===== src/rtl/mem_pkg.sv =====
// mem_pkg: command encoding and I/O map shared by the memory responder
// and the CPU controller.
package mem_pkg;

    typedef enum logic [1:0] {
        MEM_NONE    = 2'b00,
        MEM_WRITE   = 2'b01,
        MEM_READ    = 2'b10,
        MEM_ILLEGAL = 2'b11
    } mem_cmd_t;

    localparam logic [8:0] LED_ADDR = 9'h100;
    localparam logic [8:0] SW_ADDR  = 9'h140;

    typedef enum logic {
        ST_IDLE,
        ST_RESP
    } rsp_state_t;

    // Which source drives read_data since the last successful read.
    typedef enum logic [1:0] {
        RSEL_ZERO,
        RSEL_RAM,
        RSEL_SW
    } rd_sel_t;

endpackage


===== src/rtl/ram_sp.sv =====
// ram_sp: single-port synchronous RAM with registered, enabled read.
// No reset so the array maps onto block RAM.
module ram_sp #(
    parameter int DEPTH = 256,
    parameter int WIDTH = 16,
    parameter int AW    = $clog2(DEPTH)
) (
    input  logic             i_clk,
    input  logic             i_we,
    input  logic             i_re,
    input  logic [AW-1:0]    i_addr,
    input  logic [WIDTH-1:0] i_wdata,
    output logic [WIDTH-1:0] o_rdata
);

    logic [WIDTH-1:0] r_mem [DEPTH];
    logic [WIDTH-1:0] r_rdata;

    always_ff @(posedge i_clk) begin
        if (i_we) begin
            r_mem[i_addr] <= i_wdata;
        end
        if (i_re) begin
            r_rdata <= r_mem[i_addr];
        end
    end

    assign o_rdata = r_rdata;

endmodule


===== src/rtl/mem_responder.sv =====
// mem_responder: decodes the CPU mem_cmd bus onto data RAM, LED register
// and synchronized switches; read data returns one cycle after the request.
module mem_responder #(
    parameter int                ADDR_W    = 9,
    parameter int                DATA_W    = 16,
    parameter int                RAM_WORDS = 256,
    parameter logic [ADDR_W-1:0] LED_ADDR  = mem_pkg::LED_ADDR,
    parameter logic [ADDR_W-1:0] SW_ADDR   = mem_pkg::SW_ADDR
) (
    input  logic              clk,
    input  logic              reset,
    input  logic [1:0]        mem_cmd,
    input  logic [ADDR_W-1:0] mem_addr,
    input  logic [DATA_W-1:0] write_data,
    output logic [DATA_W-1:0] read_data,
    output logic              rd_valid,
    input  logic [7:0]        sw,
    output logic [7:0]        leds,
    output logic              err,
    output logic [ADDR_W-1:0] err_addr
);
    import mem_pkg::*;

    localparam int              RAM_AW    = $clog2(RAM_WORDS);
    localparam logic [ADDR_W:0] RAM_LIMIT = (ADDR_W+1)'(RAM_WORDS);

    mem_cmd_t          w_cmd;
    logic              w_in_ram;
    logic              w_is_read;
    logic              w_ram_we;
    logic              w_ram_re;
    logic              w_led_we;
    logic              w_sw_re;
    logic              w_bus_err;
    logic [DATA_W-1:0] w_ram_q;

    rsp_state_t        r_state;
    logic              r_rd_valid;
    rd_sel_t           r_rsel;
    logic [7:0]        r_sw_rd;
    logic [7:0]        r_leds;
    logic              r_err;
    logic [ADDR_W-1:0] r_err_addr;
    logic [7:0]        r_sync1;
    logic [7:0]        r_sync2;

    assign w_cmd     = mem_cmd_t'(mem_cmd);
    assign w_in_ram  = {1'b0, mem_addr} < RAM_LIMIT;
    assign w_is_read = (w_cmd == MEM_READ);

    always_comb begin
        w_ram_we  = 1'b0;
        w_ram_re  = 1'b0;
        w_led_we  = 1'b0;
        w_sw_re   = 1'b0;
        w_bus_err = 1'b0;
        unique case (w_cmd)
            MEM_NONE: begin
            end
            MEM_WRITE: begin
                if (w_in_ram)
                    w_ram_we = 1'b1;
                else if (mem_addr == LED_ADDR)
                    w_led_we = 1'b1;
                else
                    w_bus_err = 1'b1;
            end
            MEM_READ: begin
                if (w_in_ram)
                    w_ram_re = 1'b1;
                else if (mem_addr == SW_ADDR)
                    w_sw_re = 1'b1;
                else
                    w_bus_err = 1'b1;
            end
            MEM_ILLEGAL: begin
                w_bus_err = 1'b1;
            end
        endcase
    end

    ram_sp #(
        .DEPTH (RAM_WORDS),
        .WIDTH (DATA_W),
        .AW    (RAM_AW)
    ) u_ram (
        .i_clk   (clk),
        .i_we    (w_ram_we),
        .i_re    (w_ram_re),
        .i_addr  (mem_addr[RAM_AW-1:0]),
        .i_wdata (write_data),
        .o_rdata (w_ram_q)
    );

    always_ff @(posedge clk or posedge reset) begin
        if (reset) begin
            r_rsel     <= RSEL_ZERO;
            r_sw_rd    <= '0;
            r_leds     <= '0;
            r_err      <= 1'b0;
            r_err_addr <= '0;
            r_sync1    <= '0;
            r_sync2    <= '0;
        end else begin
            r_sync1 <= sw;
            r_sync2 <= r_sync1;
            if (w_led_we)
                r_leds <= write_data[7:0];
            if (w_ram_re)
                r_rsel <= RSEL_RAM;
            if (w_sw_re) begin
                r_rsel  <= RSEL_SW;
                r_sw_rd <= r_sync2;
            end
            // Only the first error is recorded until reset.
            if (w_bus_err && !r_err) begin
                r_err      <= 1'b1;
                r_err_addr <= mem_addr;
            end
        end
    end

    always_ff @(posedge clk or posedge reset) begin
        if (reset) begin
            r_state    <= ST_IDLE;
            r_rd_valid <= 1'b0;
        end else begin
            unique case (r_state)
                ST_IDLE: begin
                    if (w_is_read) begin
                        r_state    <= ST_RESP;
                        r_rd_valid <= 1'b1;
                    end
                end
                ST_RESP: begin
                    if (w_is_read) begin
                        r_rd_valid <= 1'b1;
                    end else begin
                        r_state    <= ST_IDLE;
                        r_rd_valid <= 1'b0;
                    end
                end
            endcase
        end
    end

    // The RAM output register holds between reads; r_rsel picks the source.
    always_comb begin
        read_data = '0;
        unique case (r_rsel)
            RSEL_RAM: read_data = w_ram_q;
            RSEL_SW:  read_data = {{(DATA_W-8){1'b0}}, r_sw_rd};
            default:  read_data = '0;
        endcase
    end

    assign rd_valid = r_rd_valid;
    assign leds     = r_leds;
    assign err      = r_err;
    assign err_addr = r_err_addr;

endmodule


===== config.mk =====
export PLATFORM = sky130hd
export DESIGN_NAME = mem_responder
export DESIGN_NICKNAME = d
export VERILOG_FILES = /design/src/rtl/mem_pkg.sv /design/src/rtl/ram_sp.sv /design/src/rtl/mem_responder.sv
export SDC_FILE = /design/constraint.sdc
export NUM_CORES = 2
export LEC_CHECK = 0
export CORE_MARGIN = 1
export CORE_UTILIZATION = 50
export DETAILED_ROUTE_END_ITERATION = 8
export PLACE_DENSITY = 0.68
export SLEW_MARGIN = 20
export SYNTH_ARGS = -nofsm -noshare
export SYNTH_HDL_FRONTEND = slang
export SYNTH_SLANG_ARGS = --single-unit
export TNS_END_PERCENT = 100

===== constraint.sdc =====
create_clock -name clk -period 1.6 [get_ports clk]
set_input_delay 0.24 -clock clk [delete_from_list [all_inputs] [get_ports clk]]
set_output_delay 0.24 -clock clk [all_outputs]
set_load 0.02 [all_outputs]

==> metrics.txt <==
worst hold path depth 5; XOR/XNOR Fraction of Synth Area 0.00557%; total gr overflow 0; largest family of logic cells by synthesized area multiplexers; Root Buffer clkbuf_16; crit-path cells mux4_2, a22oi_2, a21oi_4, o41ai_4, nand4_1; critical path arrival 3.16 ns; Clock Skews 0.0621 ns; failing checks design-rule violations, negative hold slack, negative setup slack; Via density 6.39; Slew @ Worst Pin 0.799 ns; Rel. slew slack 46.6%; post-synthesis simple-gate area fraction 0.920%; Setup-failing EPs final 62; Detail Placement HPWL 259000 um; sequential-to-total area share from yosys stat 79.3%; PnR worst setup slack -0.934 ns; Initial DRT Pass Iterations 8; max-cap violation count 0; final slew viol count 0; max incr delay on CP 0.79 ns; CTS tree done; Max Clock Freq 395 MHz; Max VDD drop 0.000906 V; layout cells sized above 1 41.0%; setup TNS -26.52 ns; Netlist Area Pre-Place 157000 sq um; CTS Sinks 4158; Yosys reg bits 4158; final worst path period need 2.53 ns; chip height 563 um; total number of vias 80457; worst reg2reg endpoint u_ram.o_rdata[12]$_DFFE_PP_; crit share post-route 158%; Num CTS Buffers 403; Slowest-stage cell, CP o41ai_4; starting density of the core 50.3%; drc violations 2; Max FO, Critical Path 1; Hold Path End err$_DFFE_PP0P_; Setup CP Type reg -> reg; yosys warns 0; Post-Syn Instances 6829; WL final 417000 um; commonest non-fill, non-tap cell in the layout edfxtp_1; Hold WS -0.00641 ns; Overall Global Routing Usage 26.2%; Reg-to-Reg Start u_ram.r_mem[11][12]$_DFFE_PP_; most frequent cells in the layout edfxtp_1, mux4_2, buf_4; wire length per cell 33.1 um; LEAKAGE 61.4 nW; CP Capture Type flop; Hold Crit Start mem_cmd[1]; initial antenna violation count 13; Yosys top cell area share 78.5%; worst r2r path cells 5; Final Hold Violating Endpoints 1; synthesis-to-finish area growth 23.0%; PnR Total Power 0.228 W; H-tree depth 5; Cell Pwr Density 1180 nW/um^2; top cells by area, synth edfxtp_1, mux4_2, a22oi_1, a21oi_1, dfrtp_1; nets@finish 8174; Synth Area in Compound Gates 3.68%; FP Rows 205; critical path startpoint category flop; mux cell area share after synthesis 14.8%; Synth cell types 34; reg2reg setup slack -0.93 ns; Final GP Congestion 0.856; leading area contributor after synthesis edfxtp_1; syn_nets 6872; Worst Path Required 2.23 ns; status finished with violations; Placeable Area 312000 sq um; clock latency on the worst-skew pair 0.94 ns; RSZ-0062 raised after global routing true; DRT iter0 DRCs 11013; CTS clk-pin slew, worst paths 0.06 ns; DIE AREA 317000 sq um; Adder-Cell Fraction of Synth Area 0.0477%; Hold Crit Class in -> reg; first-pass GRT wire length 591000 um; Longest Clk Path Bufs 4; Post-DRT Antenna Nets 0; syn_area_per_cell 23.0 sq um; Ports 72; Port Buffer Count 71; die width 563 um; number of global-route vias before repair 80449; pin count of the biggest net entering global routing 113
## critical path, delay by kind of cell (launching register included)
kind | cells | cell delay, ns
flops | 1 | 0.36
simple gates | 1 | 0.15
compound gates | 3 | 1.27
mux | 1 | 0.49
## registers in the layout (all words and copies together), names as in the netlist
signal and count:
err 1, err_addr 9, leds 8, r_rsel 2, r_state 1, r_sw_rd 8, r_sync1 8, r_sync2 8
rd_valid 1, u_ram.o_rdata 16, u_ram.r_mem 4096
## routing by layer
| layer | track usage [%] | share of wire, % | up-vias |
|---|---|---|---|
| met4 | 9.51 | 4.0 | 4 |
| li1 | - | - | 32101 |
| met5 | 0 | 0.0050 | - |
| met1 | 37.3 | 38 | 42768 |
| met2 | 40.9 | 48 | 4873 |
| met3 | 4.76 | 10 | 711 |
## cells in the mapped netlist (all sizes together)
cell type,n
a21o,1
a21oi,256
a22oi,520
a31oi,1
and2,11
and4b,1
and4bb,2
buf,174
clkbuf,243
dfrtp,46
edfxtp,4112
ha,6
inv,6
mux2,25
mux4,1024
nand2,29
nand2b,2
nand3,4
nand4,19
nor2,267
nor2b,7
nor3,2
nor4,1
nor4b,1
o21a,1
o21ai,1
o21bai,1
o41ai,64
or2,1
xnor2,1
## power by group
part | switching [W] | internal, W | leakage [nW]
Clock | 0.0400 | 0.0546 | 6.35
Combinational | 0.00757 | 0.00544 | 17.5
Sequential | 0.000157 | 0.120 | 37.5
Total | 0.0477 | 0.180 | 61.4
## stage by stage
step	setup WS (ns)	cell area, sq um	instances	utilization, %
2_1_floorplan	-0.957	158000	6829	-
3_3_place_gp	-2.53	177000	11781	56.5
3_5_place_dp	-2.21	177000	11782	56.6
4_1_cts	-0.852	192000	12562	61.5
5_1_grt	-0.919	193000	12592	61.9
6_report	-0.934	193000	12600	61.9
## kinds of logic (layout without fill, tap and decap cells)
family	Yosys count	after routing
buf+inv	423	2044
compound gates	845	845
simple gates	347	347
other cells	0	10
mux	1049	1049
xor+xnor	1	1
flops	4158	4158
fa+ha+maj	6	6
## what timing repair did
item | CTS | global route
setup endpoints to repair | 3631 | 1676
hold buffers | 28 | 1
setup buffers | 33 | 28
pin swaps | 122 | 98
hold endpoints to repair | 2565 | 1
cloned | 6 | 10
resized for setup | 507 | 197
## area by class of cell
| class | instances | area, sq um |
|---|---|---|
| Antenna cell | 10 | 25.0 |
| Multi-Input combinational cell | 2248 | 34000 |
| Inverter | 6 | 22.5 |
| Tap cell | 4140 | 5180 |
| Clock inverter | 235 | 2500 |
| Clock buffer | 489 | 10500 |
| Timing Repair Buffer | 1314 | 16500 |
| Sequential cell | 4158 | 125000 |
| Fill cell | 20413 | 119000 |
## worst max path at each step
stage / startpoint / endpoint / slack (ns) / cells after the start
floorplan: mem_addr[1] / u_ram.r_mem[114][0]$_DFFE_PP_ / -0.96 / 8
global placement: mem_addr[0] / u_ram.o_rdata[0]$_DFFE_PP_ / -2.53 / 9
detailed placement: mem_addr[0] / u_ram.o_rdata[2]$_DFFE_PP_ / -2.21 / 10
CTS: u_ram.r_mem[11][12]$_DFFE_PP_ / u_ram.o_rdata[12]$_DFFE_PP_ / -0.85 / 6
global route: u_ram.r_mem[11][12]$_DFFE_PP_ / u_ram.o_rdata[12]$_DFFE_PP_ / -0.92 / 5
finish: u_ram.r_mem[11][12]$_DFFE_PP_ / u_ram.o_rdata[12]$_DFFE_PP_ / -0.93 / 5
No activity file was read; power rests on OpenSTA's default activity.
